## config.mk

```make
export PLATFORM = sky130hd
export DESIGN_NAME = mem_arbiter
export DESIGN_NICKNAME = d
export VERILOG_FILES = /design/src/rtl/mem_arb_pkg.sv /design/src/rtl/mem_arb_rr_pick.sv /design/src/rtl/mem_arbiter.sv
export SDC_FILE = /design/constraint.sdc
export NUM_CORES = 1
export LEC_CHECK = 0
export CORE_MARGIN = 1
export CORE_UTILIZATION = 35
export DETAILED_ROUTE_END_ITERATION = 6
export PLACE_DENSITY = 0.71
export REMOVE_ABC_BUFFERS = 1
export SETUP_SLACK_MARGIN = 0.15
export SYNTH_ARGS = -nofsm -noshare
export SYNTH_HDL_FRONTEND = slang
export SYNTH_HIERARCHICAL = 1
export SYNTH_SLANG_ARGS = --single-unit
```

## constraint.sdc

```tcl
create_clock -name clk -period 4.3 [get_ports clk]
set_input_delay 0.86 -clock clk [delete_from_list [all_inputs] [get_ports clk]]
set_output_delay 0.86 -clock clk [all_outputs]
set_load 0.01 [all_outputs]
```

## src/rtl/mem_arb_pkg.sv

```systemverilog
// Purpose : shared types and widths for the memory arbiter slice.
// Contents: ownership state, requester id, read tag, burst counter width,
//           round-robin successor helper.
package mem_arb_pkg;

   localparam int ADDR_WIDTH  = 10;
   localparam int DATA_WIDTH  = 32;
   localparam int BURST_CNT_W = 4;

   typedef enum logic {IDLE = 1'b0, OWN = 1'b1} arb_state_e;

   typedef logic [1:0]             req_id_t;
   typedef logic [BURST_CNT_W-1:0] cnt_t;

   typedef struct packed {
      req_id_t id;
      logic    is_read;
   } tag_t;

   // Next index round-robin, wrapping at n (n need not be a power of two).
   function automatic req_id_t rr_next(input req_id_t id, input int n);
      if (int'(id) >= n - 1) return '0;
      else                   return id + req_id_t'(1);
   endfunction

endpackage

```

## src/rtl/mem_arb_rr_pick.sv

```systemverilog
// Purpose : combinational round-robin picker, first requester at or after start.
// Latency : 0 cycles (pure combinational).
// Ports   : req (request vector), start (search origin) -> gnt (one-hot), idx.
module mem_arb_rr_pick
   import mem_arb_pkg::*;
#(
   parameter int NUM_REQ = 2
)(
   input  logic [NUM_REQ-1:0] req,
   input  req_id_t            start,
   output logic [NUM_REQ-1:0] gnt,
   output req_id_t            idx
);

   logic found;
   int   pos;

   // Walk offsets from start; the inner loop keeps every vector index constant.
   always_comb begin
      gnt   = '0;
      idx   = '0;
      found = 1'b0;
      pos   = 0;
      for (int i = 0; i < NUM_REQ; i++) begin
         pos = int'(start) + i;
         if (pos >= NUM_REQ) pos = pos - NUM_REQ;
         for (int j = 0; j < NUM_REQ; j++) begin
            if (!found && req[j] && (j == pos)) begin
               found  = 1'b1;
               gnt[j] = 1'b1;
               idx    = req_id_t'(j);
            end
         end
      end
   end

endmodule

```

## src/rtl/mem_arbiter.sv

```systemverilog
// Purpose : round-robin arbiter sharing one single-port memory among NUM_REQ requesters,
//           with a per-owner burst limit of BURST_MAX grants while others wait.
// Latency : grant in N, memory command in N+1, read data + rvalid in N+2.
// Backpr. : a requester holds req until its gnt bit; one command accepted per cycle.
// Ports   : req/wr_rd/addr/wr_data per requester in; gnt/rvalid/rdata out;
//           mem_en/mem_wr_rd/mem_addr/mem_wr_data to memory, mem_rd_data back.
module mem_arbiter
   import mem_arb_pkg::*;
#(
   parameter int NUM_REQ   = 2,
   parameter int BURST_MAX = 4
)(
   input  logic                          clk,
   input  logic                          rst,
   input  logic [NUM_REQ-1:0]            req_i,
   input  logic [NUM_REQ-1:0]            wr_rd_i,
   input  logic [NUM_REQ*ADDR_WIDTH-1:0] addr_i,
   input  logic [NUM_REQ*DATA_WIDTH-1:0] wr_data_i,
   output logic [NUM_REQ-1:0]            gnt_o,
   output logic [NUM_REQ-1:0]            rvalid_o,
   output logic [DATA_WIDTH-1:0]         rdata_o,
   output logic                          mem_en,
   output logic                          mem_wr_rd,
   output logic [ADDR_WIDTH-1:0]         mem_addr,
   output logic [DATA_WIDTH-1:0]         mem_wr_data,
   input  logic [DATA_WIDTH-1:0]         mem_rd_data
);

   localparam cnt_t BMAX = cnt_t'(BURST_MAX);

   arb_state_e state_q, state_d;
   req_id_t    owner_q, owner_d;
   req_id_t    rr_q, rr_d;
   cnt_t       cnt_q, cnt_d;

   logic [NUM_REQ-1:0] own_bit, others, pick_req, pick_gnt, gnt_c;
   req_id_t            pick_idx;

   logic                  sel_wr;
   req_id_t               sel_id;
   logic [ADDR_WIDTH-1:0] sel_addr;
   logic [DATA_WIDTH-1:0] sel_data;

   tag_t                  tag1_q, tag2_q;
   logic [DATA_WIDTH-1:0] rdata_q;

   // In OWN, rr_q already equals owner+1, so masking the owner and searching
   // from rr_q yields "next requester after k" for the handoff case.
   mem_arb_rr_pick #(.NUM_REQ(NUM_REQ)) u_pick (
      .req   (pick_req),
      .start (rr_q),
      .gnt   (pick_gnt),
      .idx   (pick_idx)
   );

   always_ff @(posedge clk or posedge rst) begin
      if (rst) begin
         state_q <= IDLE;
         owner_q <= '0;
         rr_q    <= '0;
         cnt_q   <= '0;
      end else begin
         state_q <= state_d;
         owner_q <= owner_d;
         rr_q    <= rr_d;
         cnt_q   <= cnt_d;
      end
   end

   always_comb begin
      own_bit = '0;
      for (int i = 0; i < NUM_REQ; i++) own_bit[i] = (owner_q == req_id_t'(i));
      others   = req_i & ~own_bit;
      pick_req = (state_q == OWN) ? others : req_i;

      state_d = state_q;
      owner_d = owner_q;
      rr_d    = rr_q;
      cnt_d   = cnt_q;
      gnt_c   = '0;

      case (state_q)
         IDLE: begin
            if (|req_i) begin
               gnt_c   = pick_gnt;
               state_d = OWN;
               owner_d = pick_idx;
               cnt_d   = cnt_t'(1);
               rr_d    = rr_next(pick_idx, NUM_REQ);
            end
         end
         OWN: begin
            if (|(req_i & own_bit) && ((cnt_q < BMAX) || (others == '0))) begin
               gnt_c = own_bit;
               if (cnt_q < BMAX) cnt_d = cnt_q + cnt_t'(1);
            end else if (others != '0) begin
               gnt_c   = pick_gnt;
               owner_d = pick_idx;
               cnt_d   = cnt_t'(1);
               rr_d    = rr_next(pick_idx, NUM_REQ);
            end else begin
               state_d = IDLE;
            end
         end
         default: state_d = IDLE;
      endcase
   end

   // Grant is held off while reset is asserted so the interface reads all-zero.
   assign gnt_o = rst ? '0 : gnt_c;

   always_comb begin
      sel_wr   = 1'b0;
      sel_id   = '0;
      sel_addr = '0;
      sel_data = '0;
      for (int i = 0; i < NUM_REQ; i++) begin
         if (gnt_c[i]) begin
            sel_wr   = wr_rd_i[i];
            sel_id   = req_id_t'(i);
            sel_addr = addr_i[i*ADDR_WIDTH +: ADDR_WIDTH];
            sel_data = wr_data_i[i*DATA_WIDTH +: DATA_WIDTH];
         end
      end
   end

   // Issue register plus two-stage read tag; reset drops any in-flight read.
   always_ff @(posedge clk or posedge rst) begin
      if (rst) begin
         mem_en      <= 1'b0;
         mem_wr_rd   <= 1'b0;
         mem_addr    <= '0;
         mem_wr_data <= '0;
         tag1_q      <= '0;
         tag2_q      <= '0;
         rdata_q     <= '0;
      end else begin
         mem_en         <= |gnt_c;
         tag1_q.id      <= sel_id;
         tag1_q.is_read <= (|gnt_c) && !sel_wr;
         tag2_q         <= tag1_q;
         if (|gnt_c) begin
            mem_wr_rd   <= sel_wr;
            mem_addr    <= sel_addr;
            mem_wr_data <= sel_data;
         end
         if (tag2_q.is_read) rdata_q <= mem_rd_data;
      end
   end

   // Memory data lands in N+2, so it is forwarded straight through and then held.
   always_comb begin
      rvalid_o = '0;
      for (int i = 0; i < NUM_REQ; i++)
         rvalid_o[i] = tag2_q.is_read && (tag2_q.id == req_id_t'(i));
   end

   assign rdata_o = tag2_q.is_read ? mem_rd_data : rdata_q;

endmodule

```

# Word-level counts from Yosys, hierarchy flattened
# Cells that the tools add are included.
[op_classes]
n_addsub = 5
order_cmp = 4
n_eq_ne = 9
n_mux = 43
bitwise_logic = 4
reduce_logical = 27
[op_table]
columns = ["op", "n"]
rows = [
  ["$mux 32", 5],
  ["$eq 2x32->1 const A", 2],
  ["$logic_not 32->1", 2],
  ["$ge 32x3->1 const B", 1],
  ["$sub 32x3->32 const B", 1],
  ["$mux 2", 12],
  ["$mux 10", 2],
  ["$mux 4", 4],
  ["$mux 1", 15],
  ["$pmux 2 s2", 3],
  ["$logic_and 1x1->1", 11],
  ["$pmux 4 s2", 1],
  ["$logic_not 2->1", 3],
  ["$reduce_and 3->1", 2],
  ["$reduce_or 2->1", 3],
  ["$add 4x1->4 const B", 1],
  ["$and 2x2->2", 2],
  ["$eq 2x1->1 const B", 2],
  ["$logic_not 1->1", 4],
  ["$lt 4x3->1 const B", 1],
  ["$ne 2x2->1 const B", 2],
  ["$add 2x1->3 const B", 1],
  ["$ne 3x1->1 const B", 1],
  ["$ne 3x3->1 const B", 1],
  ["10 further kinds", 10],
]
[totals]
register_bits = 91
in_bits = 122
output_inout_bits = 80
wordCells = 105

# Depth between registers and ports, before layout
[depth]
word_depth = 25
depth_mapped = 10
mapped_depth_nobuf = 8

# Cells and area by module
# Netlist, hierarchy kept.
[modules_own_cells]
columns = ["mod", "instances", "cells_each", "area_each_um2", "seq_area_each_um2"]
rows = [
  ["mem_arbiter", 1, 392, 4119.0, 2227.1],
  ["mem_arb_rr_pick", 1, 7, 45.0, 0.0],
]

# Worst setup path before layout
# Ideal clock, no wire load.
[synth_path]
kind = "input -> output"
start = "input port req_i[1]"
end = "output port gnt_o[0]"
arrival_ns = 2.306
required_ns = 3.440
slack_ns = 1.134
path_stages = 9
path_buffers = 2
path_cell_list = "buf_2 and2_1 o21ai_1 and2_1 nand2_1 o22ai_1 clkbuf_1 nor2_1 nor2_1"
[synth_between]
elab_chain_len = 13
elab_cells_between_ends = 21
cone_classes = "mux (8); bitwise (2); reduce/logical (11)"
[synth_rtl]
columns = ["element", "line", "text"]
rows = [
  ["start: declaration", "mem_arbiter.sv:15", "input logic [NUM_REQ-1:0] req_i,"],
  ["$and 2x2->2", "mem_arbiter.sv:73", "others = req_i & ~own_bit;"],
  ["$mux 2 (*)", "mem_arbiter.sv:74", "pick_req = (state_q == OWN) ? others : req_i;"],
  ["named net pick_req[1]", "mem_arbiter.sv:36", "logic [NUM_REQ-1:0] own_bit, others, pick_req, pick_gnt, gnt_c;"],
  ["$logic_and 1x1->1 (*) (2 in a row)", "mem_arb_rr_pick.sv:28", "if (!found && req[j] && (j == pos)) begin"],
  ["$mux 1 (*)", "mem_arb_rr_pick.sv:28", ""],
  ["$logic_not 1->1 (*)", "mem_arb_rr_pick.sv:28", ""],
  ["$logic_and 1x1->1 (*) (2 in a row)", "mem_arb_rr_pick.sv:28", ""],
  ["$mux 1 (*)", "mem_arb_rr_pick.sv:28", ""],
  ["named net pick_gnt[0]", "mem_arbiter.sv:36", ""],
  ["$mux 2", "mem_arbiter.sv:96", "end else if (others != '0) begin"],
  ["$mux 2", "mem_arbiter.sv:93", "if (|(req_i & own_bit) && ((cnt_q < BMAX) || (others == '0))) begin"],
  ["$pmux 2 s2 (*)", "mem_arbiter.sv:82", "case (state_q)"],
  ["$mux 2 (*)", "mem_arbiter.sv:110", "assign gnt_o = rst ? '0 : gnt_c;"],
  ["end: declaration", "mem_arbiter.sv:19", "output logic [NUM_REQ-1:0] gnt_o,"],
]
# The timed path passes the listed nets; every way through them passes the cells marked *.

# Worst setup path after layout
[layout_path]
start = "input port req_i[1]"
end = "output port gnt_o[1]"
[layout_between]
elab_chain_len = 17
elab_cells_between_ends = 26
cone_classes = "mux (10); bitwise (2); reduce/logical (14)"
[layout_rtl]
columns = ["element", "line"]
rows = [
  ["$and 2x2->2", "mem_arbiter.sv:73"],
  ["$mux 2 (*)", "mem_arbiter.sv:74"],
  ["named net pick_req[1]", "mem_arbiter.sv:36"],
  ["$logic_and 1x1->1 (2 in a row)", "mem_arb_rr_pick.sv:28"],
  ["$mux 1", "mem_arb_rr_pick.sv:28"],
  ["$logic_not 1->1", "mem_arb_rr_pick.sv:28"],
  ["$logic_and 1x1->1 (2 in a row)", "mem_arb_rr_pick.sv:28"],
  ["$mux 1", "mem_arb_rr_pick.sv:28"],
  ["$logic_not 1->1", "mem_arb_rr_pick.sv:28"],
  ["$logic_and 1x1->1 (2 in a row)", "mem_arb_rr_pick.sv:28"],
  ["$mux 1 (*)", "mem_arb_rr_pick.sv:28"],
  ["named net pick_gnt[1]", "mem_arbiter.sv:36"],
  ["$mux 2", "mem_arbiter.sv:96"],
  ["$mux 2", "mem_arbiter.sv:93"],
  ["$pmux 2 s2 (*)", "mem_arbiter.sv:82"],
  ["$mux 2 (*)", "mem_arbiter.sv:110"],
]
# Marked as above.

==> summary by stage <==
Outcome
The flow ran to the end, but the final reports show violations. The checks that failed: design-rule violations.

Yosys
The cell count after synthesis is 399. The cell area after technology mapping is ~0.0042 mm². Summing the sequential cell areas from Yosys gives 53.5% of the chip area. Counting flops with a built-in enable in the synthesized netlist gives 0. A synthesized cell averages ~10 µm². Sorting the synthesized cells by how often they occur yields sky130_fd_sc_hd__dfrtp_1 (89), sky130_fd_sc_hd__a21oi_1 (46), sky130_fd_sc_hd__o21ai_0 (46). The biggest area contributor in the post-synthesis netlist is sky130_fd_sc_hd__dfrtp_1.

By area the synthesized netlist is led by sky130_fd_sc_hd__dfrtp_1 (53%), sky130_fd_sc_hd__mux2_2 (8.7%), sky130_fd_sc_hd__a31oi_1 (6.5%), sky130_fd_sc_hd__a21oi_1 (5.5%), sky130_fd_sc_hd__o21ai_0 (5.5%). The proportion of register bits with asynchronous set or reset after synthesis is 100%. The most used flip-flop cell after synthesis is sky130_fd_sc_hd__dfrtp_1. In this run the biggest area consumer among cell types represents about 53% of the synthesized area.

sky130_fd_sc_hd__dfrtp_1 is the most common cell in the netlist. After synthesis, the netlist uses 42 different library cells. The Yosys warning count is 6. The flop and latch count out of synthesis is slightly below 90.

Route
The final routed wire length divided by cell count is approximately 18 µm. The number of vias per cell is about 5.4. In this run the remaining antenna-violating nets after routing total 0. The count of vias placed by the detailed router is approximately 3900. The first detailed-routing pass ran for 7 iterations. For this block, the routed nets add up to roughly 13000 µm of wire. In the routed design, unresolved DRC markers number 40. The detailed router finished its first iteration with around 350 violations.

Global route
The initial antenna violation count is 0. Entering global routing, the biggest net connects between 50 and 60 pins. The overall global routing resource usage is around a fifth. The total global routing overflow is 0. The number of global-route vias before repair is slightly above 4000. The first global-routing pass estimated between 20000 and 25000 µm of wire.

STA
At the pin with the least slew margin, the transition time is a little under 1000 ps. The time the worst path needs with I/O delays and setup is around 3800 ps. The hold slack is between 300 and 400 ps. The final setup violation count is 0.

The headroom to the max-slew limit is 35.7%. Clock skew on the completed layout was measured at just over 9 ps. The sum of negative setup slack is 0 ps. Dividing the final minimum period by the clock period gives 88.4%. The total count of max-transition violations in the final report is 0. The hold violation total from the final report was 0. Setup repair after global routing left no endpoint under its margin.

Derived from the worst setup path, the maximum achievable clock frequency is between 200 and 300 MHz.

Place
The placed wire-length estimate after detailed placement is approximately 8800 µm. The cell count after placement is between 700 and 800. The routability-driven placement congestion ratio is 0.822. The number of I/O port buffers is ~200.

Floorplanning
The top-level I/O count is about 200. The initial standard-cell utilization of the core is 36.2%. The width of the die is between 100 and 150 µm. In this run the standard cell core region covers between 0.01 and 0.015 mm². The die covers between 0.01 and 0.015 mm².

In this run the vertical extent of the chip is around 110 µm. The site row count is 39.

Setup path
The data arrival time of the critical path is 2940 ps. The critical path goes through clkdlybuf4s50_1 -> buf_4 -> and2_1 -> a21boi_2 -> and2_1 -> a32oi_4 -> and2_2 -> nor2_1 -> clkdlybuf4s50_1. The data required time at the worst endpoint is about 3400 ps. Among all stages on the critical path, the largest delay is contributed by sky130_fd_sc_hd__clkdlybuf4s50_1. Of all nets on the critical path, the largest fanout is 12.

The capturing element type of the critical path is an output port. The critical setup path kind is in -> out. In this design, the stage delay of the slowest critical-path cell is between 500 and 600 ps. The launching element type of the critical path is a primary input.

Power
In this run the power density over the cells is slightly below 700 mW/mm². The largest voltage drop on the vdd net is 0.292 mV. The total net switching power is 1560 µW. The clock network accounts for around 15% of the total power. For this design the static power due to leakage is roughly 0.0026 µW. Combinational logic is responsible for 52.0% of the overall power. The register share of total power is 32.6%. The internal power component is between 2000 and 3000 µW. The switching power as a share of total power is about a third.

Clock tree
The CTS tree is done. The tree is rooted in a sky130_fd_sc_hd__clkbuf_16. The clock net in this run drives a total of 89 sinks. In this run, CTS created clock tree buffers numbering 9. The number of setup buffers added after CTS is 0. The number of instances resized during post-cts repair is 0. The clock tree synthesis step divided the H-tree into 3 levels. After clock tree synthesis, the clock-pin slew on the worst setup and hold paths is around 60 ps. The number of hold buffers added after CTS was 0.

The clock reaches the later pin of the worst-skew pair after 340 ps. In this run the deepest clock path goes through 2 buffers.

Cells and area
Cells with a size suffix above 1 make up between 10% and 20% of the layout. The number of antenna diodes is 0. The final-layout fill cell count is ~1000.

The multi-input logic area is about 0.0017 mm². The area used by sequential logic in the layout is 0.00223 mm². The area growth from synthesis to layout is 56.5%.

The final layout contains around 700 nets. The non-filler instance count after layout is 727.

Flow run
The number of max-capacitance violations reported is 0.

Worst hold path
The class of the tightest hold or removal check is reg -> reg.
flip-flops by register name, indices dropped and copies added, names as in the netlist:
register,flops
mem_wr_data,32
rdata_q,32
mem_addr,10
cnt_q,4
owner_q,2
rr_q,2
tag1_q,2
tag2_q,2
mem_en,1
mem_wr_rd,1
state_q,1
power groups by stage:
stage,logic [µW],registers (µW),clock network (µW)
2_1_floorplan,980,1550,0
3_3_place_gp,2280,1440,0
3_5_place_dp,2330,1470,0
4_1_cts,2330,1460,705
5_1_grt,2490,1500,747
6_report,2310,1450,686
worst max-delay path: cells and delay by family:
kind | cells | cell delay, ps
compound gates | 2 | 250
simple gates | 4 | 650
buf+inv | 3 | 1180
logic make-up (layout without fill, tap and decap cells):
group | count (synthesis) | in the layout | share of synthesized area [%]
flops | 89 | 89 | 53.5
compound gates | 148 | 148 | 20.3
fa+ha+maj | 2 | 2 | 0.601
buf+inv | 48 | 233 | 5.41
mux | 38 | 38 | 10.5
other cells | 1 | 1 | 0.0901
simple gates | 73 | 73 | 9.62
cell type report:
cell class	count	area share [%]
inverter	9	0.538
clock inverter	4	0.346
tap	143	2.75
sequential	89	34.2
multi-input combinational	262	26.6
timing repair buffer	210	32.1
clock buffer	10	3.51
layout by cell type, fill, tap and decap left out, drive strengths merged, types with 7 or more instances in the layout:
cell type and count:
and2 7, clkdlybuf4s50 201, dfrtp 89, buf 9, inv 8, a21oi 46, nand3 44, mux2 35
a31oi 43, clkbuf 10, o21ai 48
worst paths after layout:
kind | to | start | cells after the start | slack, ps
setup / recovery | gnt_o[1] | req_i[1] | 9 | 500
hold / removal | tag2_q[1] | tag1_q[1] | 0 | 350
setup reg to reg | mem_wr_data[12] | owner_q[1] | 8 | 1630
hold reg to reg | tag2_q[1] | tag1_q[1] | 0 | 350
max in group asynchronous | mem_wr_data[22] | rst | 3 | 2600
min in group asynchronous | rdata_q[5] | rst | 2 | 1000
stage by stage:
| stage | total power (µW) | utilization, % | setup WS, ps | cell area (µm²) |
|---|---|---|---|---|
| floorplan | 2530 | - | 315 | 3970 |
| global placement | 3730 | 54.4 | 533 | 6260 |
| detailed placement | 3800 | 54.4 | 492 | 6260 |
| CTS | 4500 | 56.6 | 495 | 6520 |
| global route | 4740 | 56.6 | 358 | 6520 |
| finish | 4450 | 56.6 | 498 | 6520 |
routing by layer:
layer	vias to the layer above	track usage, %	wire, µm
met4	0	9.64	311
li1	1821	-	-
met1	1894	25.6	5400
met3	26	5.25	1150
met5	-	0	0
met2	201	36.3	6120
Note: power is estimated with default switching activity, not from simulation.
